`config.mk`:
```
export PLATFORM = sky130hd
export DESIGN_NAME = dm_access_ctrl_flat
export DESIGN_NICKNAME = d
export VERILOG_FILES = /design/src/rtl/dm_access_pkg.sv /design/src/rtl/dm_access_ctrl_if.sv /design/src/rtl/lsu_load_align.sv /design/src/rtl/dm_access_ctrl.sv /design/src/flat_wrapper.sv
export SDC_FILE = /design/constraint.sdc
export NUM_CORES = 1
export LEC_CHECK = 0
export BUFFER_PORTS_ARGS = -buffer_cell sky130_fd_sc_hd__buf_2
export CAP_MARGIN = 5
export CORE_ASPECT_RATIO = 1.4
export CORE_MARGIN = 2
export CORE_UTILIZATION = 52
export DETAILED_ROUTE_END_ITERATION = 6
export PLACE_DENSITY = 0.88
export SLEW_MARGIN = 20
export SYNTH_ARGS = -nofsm -noshare
export SYNTH_HDL_FRONTEND = slang
export SYNTH_SLANG_ARGS = --single-unit
```
`constraint.sdc`:
```
create_clock -name clk -period 11.2 [get_ports clk]
set_clock_uncertainty 0.15 [all_clocks]
set_input_delay 1.12 -clock clk [delete_from_list [all_inputs] [get_ports clk]]
set_output_delay 1.12 -clock clk [all_outputs]
set_load 0.1 [all_outputs]
```
`src/rtl/dm_access_pkg.sv`:
```
// Shared encodings and decode helpers for the dm_4k load/store controller.
package dm_access_pkg;

  localparam logic [2:0] OP_LW  = 3'd0;
  localparam logic [2:0] OP_LH  = 3'd1;
  localparam logic [2:0] OP_LHU = 3'd2;
  localparam logic [2:0] OP_LB  = 3'd3;
  localparam logic [2:0] OP_LBU = 3'd4;
  localparam logic [2:0] OP_SW  = 3'd5;
  localparam logic [2:0] OP_SH  = 3'd6;
  localparam logic [2:0] OP_SB  = 3'd7;

  localparam logic [1:0] ERR_NONE = 2'd0;
  localparam logic [1:0] ERR_ADEL = 2'd1;
  localparam logic [1:0] ERR_ADES = 2'd2;

  typedef enum logic [1:0] {
    S_IDLE   = 2'd0,
    S_ACCESS = 2'd1,
    S_RESP   = 2'd2
  } state_t;

  function automatic logic is_store(input logic [2:0] op);
    return (op == OP_SW) || (op == OP_SH) || (op == OP_SB);
  endfunction

  function automatic logic is_half(input logic [2:0] op);
    return (op == OP_LH) || (op == OP_LHU) || (op == OP_SH);
  endfunction

  function automatic logic is_byte(input logic [2:0] op);
    return (op == OP_LB) || (op == OP_LBU) || (op == OP_SB);
  endfunction

  function automatic logic [3:0] be_decode(input logic [2:0] op, input logic [1:0] lo);
    logic [3:0] be;
    if (is_byte(op)) begin
      be = 4'b0001 << lo;
    end else if (is_half(op)) begin
      be = lo[1] ? 4'b1100 : 4'b0011;
    end else begin
      be = 4'b1111;
    end
    return be;
  endfunction

endpackage

```
`src/rtl/dm_access_ctrl_if.sv`:
```
// CPU-side request/response bus of the load/store controller.
interface dm_access_ctrl_if;
  logic        req_valid;
  logic        req_ready;
  logic [2:0]  req_op;
  logic [31:0] req_addr;
  logic [31:0] req_wdata;
  logic        resp_valid;
  logic        resp_ready;
  logic [31:0] resp_rdata;
  logic [1:0]  resp_err;
  logic [31:0] resp_badaddr;

  modport master (
    output req_valid, req_op, req_addr, req_wdata, resp_ready,
    input  req_ready, resp_valid, resp_rdata, resp_err, resp_badaddr
  );

  modport slave (
    input  req_valid, req_op, req_addr, req_wdata, resp_ready,
    output req_ready, resp_valid, resp_rdata, resp_err, resp_badaddr
  );
endinterface

```
`src/rtl/lsu_load_align.sv`:
```
// Picks the addressed lane of a dm_4k read word and sign/zero-extends it.
module lsu_load_align
  import dm_access_pkg::*;
(
  input  logic [31:0] dout_i,
  input  logic [2:0]  op_i,
  input  logic [1:0]  addr_lo_i,
  output logic [31:0] data_o
);

  logic [7:0]  byte_s;
  logic [15:0] half_s;

  // Lane select followed by extension
  always_comb begin
    case (addr_lo_i)
      2'd0:    byte_s = dout_i[7:0];
      2'd1:    byte_s = dout_i[15:8];
      2'd2:    byte_s = dout_i[23:16];
      2'd3:    byte_s = dout_i[31:24];
      default: byte_s = 8'd0;
    endcase
    half_s = addr_lo_i[1] ? dout_i[31:16] : dout_i[15:0];
    case (op_i)
      OP_LW:   data_o = dout_i;
      OP_LH:   data_o = {{16{half_s[15]}}, half_s};
      OP_LHU:  data_o = {16'd0, half_s};
      OP_LB:   data_o = {{24{byte_s[7]}}, byte_s};
      OP_LBU:  data_o = {24'd0, byte_s};
      default: data_o = 32'd0;
    endcase
  end

endmodule

```
`src/rtl/dm_access_ctrl.sv`:
```
// Load/store controller in front of dm_4k: alignment/window checks, byte
// enables, load extraction and a held response with MIPS address-error codes.
module dm_access_ctrl
  import dm_access_pkg::*;
#(
  parameter logic [31:0] BASE_ADDR = 32'h0000_0000,
  parameter int unsigned DM_BYTES  = 4096
)
(
  input  logic        clk,
  input  logic        rst,
  dm_access_ctrl_if.slave cpu_if,
  output logic [9:0]  dm_addr_o,
  output logic [31:0] dm_din_o,
  output logic        dm_we_o,
  output logic [3:0]  dm_be_o,
  input  logic [31:0] dm_dout_i
);

  localparam logic [31:0] DM_WINDOW = 32'(DM_BYTES);

  state_t      state_q;
  logic [2:0]  op_q;
  logic [1:0]  lo_q;
  logic [9:0]  word_q;
  logic [31:0] wdata_q;
  logic        req_ready_q;
  logic        resp_valid_q;
  logic [31:0] rdata_q;
  logic [1:0]  err_q;
  logic [31:0] badaddr_q;

  logic [31:0] offset_s;
  logic        misalign_s;
  logic        fault_s;
  logic [31:0] load_data_s;

  // Wrapping offset makes addresses below BASE_ADDR land out of window
  always_comb begin
    offset_s = cpu_if.req_addr - BASE_ADDR;
    if (is_byte(cpu_if.req_op)) begin
      misalign_s = 1'b0;
    end else if (is_half(cpu_if.req_op)) begin
      misalign_s = cpu_if.req_addr[0];
    end else begin
      misalign_s = |cpu_if.req_addr[1:0];
    end
    fault_s = misalign_s || (offset_s >= DM_WINDOW);
  end

  lsu_load_align u_align (
    .dout_i    (dm_dout_i),
    .op_i      (op_q),
    .addr_lo_i (lo_q),
    .data_o    (load_data_s)
  );

  assign dm_addr_o = word_q;
  assign dm_din_o  = wdata_q;
  assign dm_we_o   = (state_q == S_ACCESS) && is_store(op_q);
  assign dm_be_o   = (state_q == S_ACCESS) ? be_decode(op_q, lo_q) : 4'b0000;

  assign cpu_if.req_ready    = req_ready_q;
  assign cpu_if.resp_valid   = resp_valid_q;
  assign cpu_if.resp_rdata   = rdata_q;
  assign cpu_if.resp_err     = err_q;
  assign cpu_if.resp_badaddr = badaddr_q;

  // Transaction FSM with capture and response registers
  always_ff @(posedge clk or posedge rst) begin
    if (rst) begin
      state_q      <= S_IDLE;
      op_q         <= 3'd0;
      lo_q         <= 2'd0;
      word_q       <= 10'd0;
      wdata_q      <= 32'd0;
      req_ready_q  <= 1'b1;
      resp_valid_q <= 1'b0;
      rdata_q      <= 32'd0;
      err_q        <= ERR_NONE;
      badaddr_q    <= 32'd0;
    end else begin
      case (state_q)
        S_IDLE: begin
          if (cpu_if.req_valid) begin
            op_q        <= cpu_if.req_op;
            lo_q        <= cpu_if.req_addr[1:0];
            word_q      <= offset_s[11:2];
            wdata_q     <= cpu_if.req_wdata;
            req_ready_q <= 1'b0;
            if (fault_s) begin
              state_q      <= S_RESP;
              resp_valid_q <= 1'b1;
              rdata_q      <= 32'd0;
              err_q        <= is_store(cpu_if.req_op) ? ERR_ADES : ERR_ADEL;
              badaddr_q    <= cpu_if.req_addr;
            end else begin
              state_q <= S_ACCESS;
            end
          end
        end
        S_ACCESS: begin
          state_q      <= S_RESP;
          resp_valid_q <= 1'b1;
          rdata_q      <= is_store(op_q) ? 32'd0 : load_data_s;
          err_q        <= ERR_NONE;
          badaddr_q    <= 32'd0;
        end
        S_RESP: begin
          if (cpu_if.resp_ready) begin
            state_q      <= S_IDLE;
            resp_valid_q <= 1'b0;
            req_ready_q  <= 1'b1;
          end
        end
        default: begin
          state_q      <= S_IDLE;
          resp_valid_q <= 1'b0;
          req_ready_q  <= 1'b1;
        end
      endcase
    end
  end

endmodule

```
`src/flat_wrapper.sv`:
```
// flat-port wrapper written by rule: the top's interface ports become plain ports
module dm_access_ctrl_flat import dm_access_pkg::*;
#(
  parameter logic [31:0] BASE_ADDR = 32'h0000_0000,
  parameter int unsigned DM_BYTES  = 4096
)
  (clk, rst, dm_addr_o, dm_din_o, dm_we_o, dm_be_o, dm_dout_i, cpu_if_req_valid, cpu_if_req_op, cpu_if_req_addr, cpu_if_req_wdata, cpu_if_resp_ready, cpu_if_req_ready, cpu_if_resp_valid, cpu_if_resp_rdata, cpu_if_resp_err, cpu_if_resp_badaddr);
  dm_access_ctrl_if cpu_if_i ();
  input  logic clk;
  input  logic rst;
  output logic [9:0] dm_addr_o;
  output logic [31:0] dm_din_o;
  output logic dm_we_o;
  output logic [3:0] dm_be_o;
  input  logic [31:0] dm_dout_i;
  input wire logic [$bits(cpu_if_i.req_valid)-1:0] cpu_if_req_valid;
  input wire logic [$bits(cpu_if_i.req_op)-1:0] cpu_if_req_op;
  input wire logic [$bits(cpu_if_i.req_addr)-1:0] cpu_if_req_addr;
  input wire logic [$bits(cpu_if_i.req_wdata)-1:0] cpu_if_req_wdata;
  input wire logic [$bits(cpu_if_i.resp_ready)-1:0] cpu_if_resp_ready;
  output wire logic [$bits(cpu_if_i.req_ready)-1:0] cpu_if_req_ready;
  output wire logic [$bits(cpu_if_i.resp_valid)-1:0] cpu_if_resp_valid;
  output wire logic [$bits(cpu_if_i.resp_rdata)-1:0] cpu_if_resp_rdata;
  output wire logic [$bits(cpu_if_i.resp_err)-1:0] cpu_if_resp_err;
  output wire logic [$bits(cpu_if_i.resp_badaddr)-1:0] cpu_if_resp_badaddr;
  assign cpu_if_i.req_valid = cpu_if_req_valid;
  assign cpu_if_i.req_op = cpu_if_req_op;
  assign cpu_if_i.req_addr = cpu_if_req_addr;
  assign cpu_if_i.req_wdata = cpu_if_req_wdata;
  assign cpu_if_i.resp_ready = cpu_if_resp_ready;
  assign cpu_if_req_ready = cpu_if_i.req_ready;
  assign cpu_if_resp_valid = cpu_if_i.resp_valid;
  assign cpu_if_resp_rdata = cpu_if_i.resp_rdata;
  assign cpu_if_resp_err = cpu_if_i.resp_err;
  assign cpu_if_resp_badaddr = cpu_if_i.resp_badaddr;
  dm_access_ctrl #(.BASE_ADDR(BASE_ADDR), .DM_BYTES(DM_BYTES)) u_core (.clk(clk), .rst(rst), .cpu_if(cpu_if_i), .dm_addr_o(dm_addr_o), .dm_din_o(dm_din_o), .dm_we_o(dm_we_o), .dm_be_o(dm_be_o), .dm_dout_i(dm_dout_i));
endmodule
```
==> impl_metrics.toml, run 1 <==
[floorplan]
row_count = 42
die_height_um = 121
core-area_sq_um = 9510
die_width_um = 87.8
design.portCount = 218
floorplan.die_area_sq_um = 10700
start_util = 0.538

[clock_tree]
number_of_cells_upsized_or_downsized_after_cts = 0
worst_skew_pair.late_latency_ns = 0.40
clock_transition_time_at_the_flip_flop_clock_pins_of_the_worst_setup_and_hold_paths_ns = 0.05
cts_tree = "built"
cts-root-buf = "sky130_fd_sc_hd__clkbuf_16"
hold_bufs_inserted_after_cts = 0
clockBufferDepth = 2
cts_sinks = 117
cts_post_setup_buffers_inserted = 0
cts_max_level = 4
numCtsBuffers = 17

[route]
total_via_count_in_the_routed_design = 4237
post_drt_via_cell_ratio = 5.81
drt_iter0_markers = 275
antenna_left = 0
overall_routed_net_length_um = 13900
routed_wire_length_per_instance_um = 19.1
first_pass_iters = 5
remaining_drc_errors = 0

[place]
gp_congestion = 0.885
dpl.hpwl_um = 10000
io_buffers = 217

[global_routing]
gr-usage-all-layers = 0.262
grt_start_max_net_pins = 77
grt_remaining_overflow = 0
first_global_vias = 4193
grt_first_pass_wirelength_um = 21100
initial_antenna_violation_count = 0

[worst_setup_path]
endpoint = "dm_be_o[2]"
worstPathMaxFanout = 19
critical_path.endpoint_type = "output port"
rr_startpoint = "u_core.lo_q[1]$_DFFE_PP0P_"
timing.setup.critical_path_class = "reg -> out"
worst_setup_path_start_kind = "flop"
timing.reg2reg.setup_slack_ns = 8.71
r2r_cells = 4
critical_path_required_ns = 9.93
timing.rr.end = "u_core.cpu_if.resp_rdata[13]$_DFFE_PP0P_"
worst-endpoint-arrival_ns = 2.19
critical_path_launch_point = "u_core.lo_q[1]$_DFFE_PP0P_"

[synthesis]
syn_area_per_cell_sq_um = 13.7
synth.lib_cells_used.distinct = 43
postSynthNetCount = 475
synth-seq-area-share = 0.573
syn-cell-area_sq_um = 5110
count_of_warnings_emitted_by_yosys = 0
syn-instance-count = 372
synth_seq_cells = 117

[timing]
final_max_slew_viol_count = 0
timing.final.crit_share = 0.309
rsz0062_at_grt = "false"
setup-violations-final = 0
transition_time_at_the_pin_with_the_least_slew_margin_ns = 0.918
max_freq_ghz = 0.289
maxSlewHeadroom = 0.388
final_period_minus_worst_setup_slack_ns = 3.46
setup_total_negative_slack_ns = 0
finalHoldViolCount = 0

[outcome]
status = "finished, final reports clean"

[min_path]
hold_path.class = "reg -> reg"

[layout]
growth_of_design_area_from_synthesis_to_finish_pct = 33.9
layout-drive-gt1-share = 0.528
layout.nets = 688
antenna-diode-count = 0

[pwr]
fin_total_pwr_mw = 1.81
power_leakage_nw = 3.54
irDropWorstVdd_v = 0.000224
p_per_area_nw_per_um2 = 265

[job]
max_cap_violations = 0
[worst max-delay path: stages (launching register included)]
cell and delay [ns]:
sky130_fd_sc_hd__dfrtp_1 0.84, sky130_fd_sc_hd__nor2b_1 0.10, sky130_fd_sc_hd__o21ai_0 0.19, sky130_fd_sc_hd__nand2b_1 0.10
sky130_fd_sc_hd__a21oi_1 0.12, sky130_fd_sc_hd__buf_2 0.44
[power breakdown]
group	total [mW]	switching (mW)	internal (mW)
sequential	0.543	0.0532	0.489
combinational	0.707	0.567	0.140
clock	0.564	0.182	0.382
total	1.81	0.802	1.01
[area by class of cell]
cell class,instances,area (sq um)
inverters,9,36.3
fillers,619,2670
clock inverters,9,151
clock buffers,22,464
multi-input cells,219,1980
well taps,132,165
repair buffers,221,1120
flip-flops and latches,117,2930
[registers in the layout (all words and copies together) (netlist names)]
signal	count
u_core.dm_addr_o	10
u_core.dm_din_o	32
u_core.cpu_if.resp_valid	1
u_core.cpu_if.resp_err	2
u_core.op_q	3
u_core.cpu_if.req_ready	1
u_core.cpu_if.resp_rdata	32
u_core.state_q	2
u_core.lo_q	2
u_core.cpu_if.resp_badaddr	32
[cell families after synthesis]
group,synth area share
flip-flops,0.573
buffers and inverters,0.0399
XOR/XNOR,0.00171
AO/OA/AOI/OAI,0.164
adder cells (fa/ha/maj),0.00196
AND/OR/NAND/NOR,0.0553
multiplexers,0.165
[Yosys cell counts]
cell	instances	area share
sky130_fd_sc_hd__a21oi_1	6	0.0059
sky130_fd_sc_hd__nor2b_1	2	0.0024
sky130_fd_sc_hd__nor3_1	1	0.00098
sky130_fd_sc_hd__buf_6	3	0.0066
sky130_fd_sc_hd__clkbuf_1	9	0.0066
sky130_fd_sc_hd__or4_1	1	0.0015
sky130_fd_sc_hd__a41o_4	1	0.0042
sky130_fd_sc_hd__dfrtp_1	116	0.57
sky130_fd_sc_hd__a21o_1	9	0.013
sky130_fd_sc_hd__mux4_2	9	0.040
sky130_fd_sc_hd__buf_8	2	0.0059
sky130_fd_sc_hd__nand4_1	3	0.0037
sky130_fd_sc_hd__nor4b_1	1	0.0017
sky130_fd_sc_hd__or3b_2	1	0.0017
sky130_fd_sc_hd__and3_1	2	0.0024
sky130_fd_sc_hd__nand2b_1	5	0.0061
sky130_fd_sc_hd__nor4_2	1	0.0024
sky130_fd_sc_hd__o2bb2ai_1	5	0.0086
sky130_fd_sc_hd__inv_1	9	0.0066
sky130_fd_sc_hd__xor2_1	1	0.0017
sky130_fd_sc_hd__dfstp_2	1	0.0051
sky130_fd_sc_hd__a21boi_0	1	0.0015
sky130_fd_sc_hd__and2_1	1	0.0012
sky130_fd_sc_hd__nor3b_1	2	0.0029
sky130_fd_sc_hd__o21a_1	1	0.0015
sky130_fd_sc_hd__o21ba_2	1	0.0020
sky130_fd_sc_hd__or4_4	1	0.0022
sky130_fd_sc_hd__buf_2	10	0.0098
sky130_fd_sc_hd__nor2_1	13	0.0095
sky130_fd_sc_hd__a221o_1	25	0.049
sky130_fd_sc_hd__nor3_2	1	0.0020
sky130_fd_sc_hd__nand2_1	8	0.0059
sky130_fd_sc_hd__o21ai_0	14	0.014
sky130_fd_sc_hd__o21bai_1	2	0.0029
sky130_fd_sc_hd__maj3_1	1	0.0020
sky130_fd_sc_hd__nor4_1	5	0.0061
sky130_fd_sc_hd__a41oi_2	1	0.0032
sky130_fd_sc_hd__buf_4	3	0.0044
sky130_fd_sc_hd__mux2_2	47	0.10
sky130_fd_sc_hd__nand3b_1	1	0.0015
sky130_fd_sc_hd__a22o_1	34	0.058
sky130_fd_sc_hd__nand3_1	1	0.00098
sky130_fd_sc_hd__mux2i_1	11	0.022
[per-layer routing]
layer | vias to the layer above | global-route usage | share of wire
met5 | - | 0 | 0
met4 | 0 | 0.116 | 0.030
met3 | 36 | 0.0952 | 0.10
met2 | 290 | 0.427 | 0.50
met1 | 2060 | 0.307 | 0.37
li1 | 1851 | - | -
[cells in the final DEF (no fill, tap or decap), types with 2 or more instances in the layout]
cell                          n
sky130_fd_sc_hd__o2bb2ai_1    5
sky130_fd_sc_hd__nor3b_1      2
sky130_fd_sc_hd__and3_1       2
sky130_fd_sc_hd__mux4_2       9
sky130_fd_sc_hd__nand4_1      3
sky130_fd_sc_hd__clkbuf_8     2
sky130_fd_sc_hd__a21o_1       9
sky130_fd_sc_hd__clkbuf_1     3
sky130_fd_sc_hd__nor2_1      13
sky130_fd_sc_hd__buf_2      217
sky130_fd_sc_hd__inv_1        8
sky130_fd_sc_hd__nand2b_1     5
sky130_fd_sc_hd__nor4_1       5
sky130_fd_sc_hd__a22o_1      34
sky130_fd_sc_hd__clkinv_2     3
sky130_fd_sc_hd__mux2_2      47
sky130_fd_sc_hd__buf_4        4
sky130_fd_sc_hd__bufinv_16    4
sky130_fd_sc_hd__clkbuf_16   17
sky130_fd_sc_hd__a21oi_1      6
sky130_fd_sc_hd__mux2i_1     11
sky130_fd_sc_hd__dfrtp_1    116
sky130_fd_sc_hd__a221o_1     25
sky130_fd_sc_hd__nand2_1      8
sky130_fd_sc_hd__nor2b_1      2
sky130_fd_sc_hd__o21ai_0     13
sky130_fd_sc_hd__o21bai_1     2
[how the worst min path moves through the flow]
stage | startpoint | end | cells past startpoint
3_5_place_dp | u_core.cpu_if.req_ready$_DFFE_PP1P_ | u_core.cpu_if.req_ready$_DFFE_PP1P_ | 2
2_1_floorplan | u_core.state_q[1]$_DFFE_PP0P_ | u_core.state_q[1]$_DFFE_PP0P_ | 2
6_report | u_core.cpu_if.req_ready$_DFFE_PP1P_ | u_core.cpu_if.req_ready$_DFFE_PP1P_ | 2
5_1_grt | u_core.cpu_if.resp_rdata[15]$_DFFE_PP0P_ | u_core.cpu_if.resp_rdata[15]$_DFFE_PP0P_ | 1
4_1_cts | u_core.cpu_if.req_ready$_DFFE_PP1P_ | u_core.cpu_if.req_ready$_DFFE_PP1P_ | 2
3_3_place_gp | u_core.cpu_if.req_ready$_DFFE_PP1P_ | u_core.cpu_if.req_ready$_DFFE_PP1P_ | 2
[stage by stage]
step                      setup WS, ns  hold WS (ns)  utilization  cell area, sq um  instances
after detailed placement          7.97         0.309        0.655              6230        698
after floorplan                   6.83         0.357            -              5110        372
after global routing              7.63         0.329        0.720              6850        729
final                             7.74         0.314        0.720              6850        729
after global placement            8.02         0.297        0.655              6230        698
after CTS                         7.71         0.318        0.720              6840        729
Power figures use the tool's default switching activity.
==> run 2: changes to the inputs <==
CORE_UTILIZATION = 48   (was 52)
PLACE_DENSITY = 0.82   (was 0.88)
clock period = 3.4 ns   (was 11.2 ns; I/O delays follow)
==> impl_metrics.toml, run 2 (same netlist as run 1, synthesis figures left out) <==
[outcome]
status = "finished, final reports clean"

[worst_setup_path]
worstPathMaxFanout = 19
critical_path.endpoint_type = "output port"
timing.setup.critical_path_class = "reg -> out"
critPathTopFamily = "flip-flops"
critical_path.n_buffers_inverters = 1
worstPathCellList = "nor2b_1, o21ai_0, nand2b_1, a21oi_1, buf_2"
worst_setup_path_start_kind = "flop"
timing.rr.end = "u_core.cpu_if.resp_rdata[25]$_DFFE_PP0P_"
critical-path-slowest-cell = "sky130_fd_sc_hd__dfrtp_1"
critical_path_required_ns = 2.91
critical_path_launch_point = "u_core.lo_q[1]$_DFFE_PP0P_"
timing.reg2reg.setup_slack_ns = 1.03
worst-endpoint-arrival_ns = 2.17
slowest_delay_ns = 0.79
r2r_cells = 3
rr_startpoint = "u_core.lo_q[1]$_DFFE_PP0P_"

[timing]
rsz0062_at_grt = "false"
timing.final.crit_share = 0.783
finalHoldViolCount = 0
final_max_slew_viol_count = 0
setup_total_negative_slack_ns = 0
transition_time_at_the_pin_with_the_least_slew_margin_ns = 1.05
maxSlewHeadroom = 0.300
max_freq_ghz = 0.376
setup-violations-final = 0
final_period_minus_worst_setup_slack_ns = 2.66

[global_routing]
grt_start_max_net_pins = 69
grt_remaining_overflow = 0
initial_antenna_violation_count = 0
grt_first_pass_wirelength_um = 23300
gr-usage-all-layers = 0.260
first_global_vias = 4486

[place]
gp_congestion = 0.804
dpl.hpwl_um = 10400
io_buffers = 217

[clock_tree]
cts_tree = "built"
clockBufferDepth = 2
cts_sinks = 117
cts_post_setup_buffers_inserted = 0
numCtsBuffers = 17
worst_skew_pair.late_latency_ns = 0.40
cts-root-buf = "sky130_fd_sc_hd__clkbuf_16"
cts_max_level = 4
clock_transition_time_at_the_flip_flop_clock_pins_of_the_worst_setup_and_hold_paths_ns = 0.06

[pwr]
irDropWorstVdd_v = 0.000661
p_per_area_nw_per_um2 = 870
power_leakage_nw = 3.58

[route]
top_layer_used = "met4"
detailroute.wirelength.met2_um = 7400
remaining_drc_errors = 0
post_drt_via_cell_ratio = 5.66
first_pass_iters = 4
routed_wire_length_per_instance_um = 19.7
drt_iter0_markers = 216
antenna_left = 0
wl_met1_um = 5540
overall_routed_net_length_um = 14600
total_via_count_in_the_routed_design = 4206
route.met3.wl_um = 1370

[layout]
layout-drive-gt1-share = 0.532
layout.nets = 695
layout.cells.most_common_list = "217 x sky130_fd_sc_hd__buf_2, 116 x sky130_fd_sc_hd__dfrtp_1, 47 x sky130_fd_sc_hd__mux2_2"
layout_commonest_cell = "sky130_fd_sc_hd__buf_2"
antenna-diode-count = 0
fillCellCount = 772
final_util = 0.674
growth_of_design_area_from_synthesis_to_finish_pct = 36.4

[floorplan]
core-area_sq_um = 10300
start_util = 0.494
die_width_um = 91.2
die_height_um = 126
floorplan.die_area_sq_um = 11500
row_count = 44
design.portCount = 218

[min_path]
worst_hold_path.endpoint = "u_core.dm_din_o[9]$_DFFE_PP0P_"
min_delay_path_depth = 2
source_of_the_worst_hold_timing_path = "cpu_if_req_wdata[9]"
hold_path.class = "in -> reg"

[job]
max_cap_violations = 0
## run 2: cell count changes in the layout (fill, tap and decap cells not counted), sizes merged
cell / previous run / this run
dlygate4sd3: 0 / 4
clkinvlp: 1 / 4
clkbuf: 22 / 18
inv: 9 / 11
buf: 221 / 224
## run 2: report_power, final
group	internal, mW	switching, mW	leakage (nW)	total [mW]
logic	0.472	1.88	1.81	2.35
registers	1.61	0.178	1.46	1.79
clock network	1.25	0.676	0.304	1.93
## run 2: worst max path at each step
stage,end,slack (ns),cells past startpoint
final,dm_be_o[2],0.74,5
after global routing,dm_be_o[2],0.56,5
after CTS,dm_be_o[2],0.71,5
after detailed placement,u_core.cpu_if.resp_valid$_DFFE_PP0P_,0.98,5
after global placement,u_core.cpu_if.resp_badaddr[26]$_DFFE_PP0P_,1.02,5
after floorplan,dm_be_o[3],0.47,4
## run 2: metal layers
metal  track usage  up-vias
li1              -     1865
met1         0.307     2079
met2         0.441      239
met3        0.0939       23
met4        0.0873        0
met5             0        -
## run 2: timing repair
action | CTS | global route
resized for setup | 0 | 0
endpoints found under the hold margin | 3 | 14
setup endpoints to repair | 0 | 0
hold buffers | 3 | 1
## run 2: stage by stage
stage	instance area, sq um	cells	hold WS, ns	power (mW)	setup slack (ns)
floorplan	5120	372	0.323	3.73	0.465
global placement	6280	706	0.306	4.11	1.02
detailed placement	6280	706	0.315	4.15	0.980
CTS	6950	741	0.00157	6.09	0.705
global route	6980	743	0.00681	6.27	0.564
finish	6980	743	0.0128	6.07	0.738
## run 2: layout make-up
| class | count | area (sq um) | share of cell area |
|---|---|---|---|
| tap | 138 | 173 | 0.0248 |
| inverter | 9 | 37.5 | 0.00538 |
| clock buffer | 18 | 439 | 0.0630 |
| sequential | 117 | 2930 | 0.420 |
| timing repair buffer | 228 | 1200 | 0.173 |
| clock inverter | 14 | 200 | 0.0287 |
| multi-input combinational | 219 | 1990 | 0.286 |
==> run 3: changes to the inputs <==
clock period = 2.7 ns   (was 3.4 ns; I/O delays follow)
==> impl_metrics.toml, run 3 (same netlist as run 1, synthesis figures left out) <==
[layout]
design_area_sq_um = 7720
antenna-diode-count = 0
layout-drive-gt1-share = 0.472
growth_of_design_area_from_synthesis_to_finish_pct = 51.0
layout.nets = 776
layout_commonest_cell = "sky130_fd_sc_hd__buf_2"
layout.cells.most_common_list = "217 x sky130_fd_sc_hd__buf_2, 116 x sky130_fd_sc_hd__dfrtp_1, 81 x sky130_fd_sc_hd__dlygate4sd3_1"
final_util = 0.746
instances_no_fill = 823

[global_routing]
grt_remaining_overflow = 0
grt_first_pass_wirelength_um = 28200
first_global_vias = 5183
gr-usage-all-layers = 0.322
initial_antenna_violation_count = 0
grt_start_max_net_pins = 49

[pwr]
power_leakage_nw = 3.90
switching_share = 0.455
seq_power_share = 0.298
fin_total_pwr_mw = 7.65
cellInternalPower_mw = 4.17
p_comb_frac = 0.407
power_switching_mw = 3.48
irDropWorstVdd_v = 0.000794
p_per_area_nw_per_um2 = 991
share_clk_of_total_power = 0.295

[timing]
final_period_minus_worst_setup_slack_ns = 2.57
rsz0062_at_grt = "false"
setup_total_negative_slack_ns = 0
transition_time_at_the_pin_with_the_least_slew_margin_ns = 0.792
holdWs_ns = 0.0159
maxSlewHeadroom = 0.471
finalHoldViolCount = 0
layout_setup_ws_ns = 0.126
timing.final.crit_share = 0.953
setup-violations-final = 0
final_max_slew_viol_count = 0
max_freq_ghz = 0.389

[route]
first_pass_iters = 5
remaining_drc_errors = 0
overall_routed_net_length_um = 17900
antenna_left = 0
total_via_count_in_the_routed_design = 4792
drt_iter0_markers = 319
post_drt_via_cell_ratio = 5.82
routed_wire_length_per_instance_um = 21.7

[place]
dpl-instance-area_sq_um = 6330
dpl_ws_ns = 0.389
io_buffers = 217
dpl.hpwl_um = 10700
dp.cells = 711
gp_congestion = 0.896

[clock_tree]
number_of_cells_upsized_or_downsized_after_cts = 0
clock_transition_time_at_the_flip_flop_clock_pins_of_the_worst_setup_and_hold_paths_ns = 0.06
cts_tree = "built"
worst_skew_pair.late_latency_ns = 0.41
cts_max_level = 4
numCtsBuffers = 17
cts_post_setup_buffers_inserted = 0
cts-root-buf = "sky130_fd_sc_hd__clkbuf_16"
clockBufferDepth = 2
hold_bufs_inserted_after_cts = 81
cts_sinks = 117

[job]
max_cap_violations = 0

[worst_setup_path]
timing.setup.critical_path_class = "in -> reg"
worst-endpoint-arrival_ns = 2.77
critical_path_required_ns = 2.89
critical_path.endpoint_type = "flop"
worstPathMaxFanout = 23
worst_setup_path_start_kind = "input port"

[floorplan]
design.portCount = 218
start_util = 0.494
floorplan.die_area_sq_um = 11500
die_width_um = 91.2
row_count = 44
core-area_sq_um = 10300
die_height_um = 126

[min_path]
hold_path.class = "in -> reg"

[outcome]
status = "finished, final reports clean"
run 3: changes by cell type in the layout (fill, tap and decap cells not counted), moves of 3 or more:
cell and change:
sky130_fd_sc_hd__dlygate4sd3_1 +77, sky130_fd_sc_hd__buf_4 +3, sky130_fd_sc_hd__clkinv_2 +4, sky130_fd_sc_hd__inv_6 -3, sky130_fd_sc_hd__clkbuf_1 +3
run 3: per-layer routing:
metal  track usage  vias to the layer above  part of all wire
met5             0                        -                 0
met4         0.168                        0             0.042
met3        0.0897                       60             0.094
li1              -                     2031                 -
met2         0.549                      351              0.51
met1         0.367                     2350              0.36
run 3: area by class of cell:
class / instances / area (sq um)
Timing Repair Buffer: 309 / 2020
Clock inverter: 10 / 131
Fill cell: 674 / 2630
Multi-Input combinational cell: 219 / 1980
Tap cell: 138 / 173
Clock buffer: 21 / 450
Inverter: 9 / 37.5
Sequential cell: 117 / 2930
run 3: power groups by stage:
stage                     combinational (mW)  clock, mW  sequential [mW]
after CTS                               3.07       2.26             2.25
after detailed placement                2.98          0             2.26
after floorplan                        0.625          0             4.07
final                                   3.12       2.26             2.28
after global placement                  2.94          0             2.25
after global routing                    3.20       2.36             2.31
run 3: worst max-delay path, stage by stage:
cell and delay, ns:
sky130_fd_sc_hd__dlygate4sd3_1 0.54, sky130_fd_sc_hd__buf_2 0.14, sky130_fd_sc_hd__or4_4 0.54, sky130_fd_sc_hd__nor3_2 0.26
sky130_fd_sc_hd__a41o_4 0.44, sky130_fd_sc_hd__buf_4 0.34, sky130_fd_sc_hd__a22o_1 0.23
run 3: final timing paths:
check                                                    startpoint                                          to  slack, ns  cells after the start
max in group asynchronous                                       rst         u_core.cpu_if.req_ready$_DFFE_PP1P_       1.31                      4
worst min-delay path                             cpu_if_req_addr[1]   u_core.cpu_if.resp_badaddr[1]$_DFFE_PP0P_       0.02                      2
min in group asynchronous                                       rst        u_core.cpu_if.resp_valid$_DFFE_PP0P_       0.39                      3
worst max register to register           u_core.lo_q[0]$_DFFE_PP0P_    u_core.cpu_if.resp_rdata[25]$_DFFE_PP0P_       0.44                      4
worst max-delay path                            cpu_if_req_addr[30]  u_core.cpu_if.resp_badaddr[18]$_DFFE_PP0P_       0.13                      7
worst min register to register  u_core.cpu_if.req_ready$_DFFE_PP1P_         u_core.cpu_if.req_ready$_DFFE_PP1P_       0.32                      2
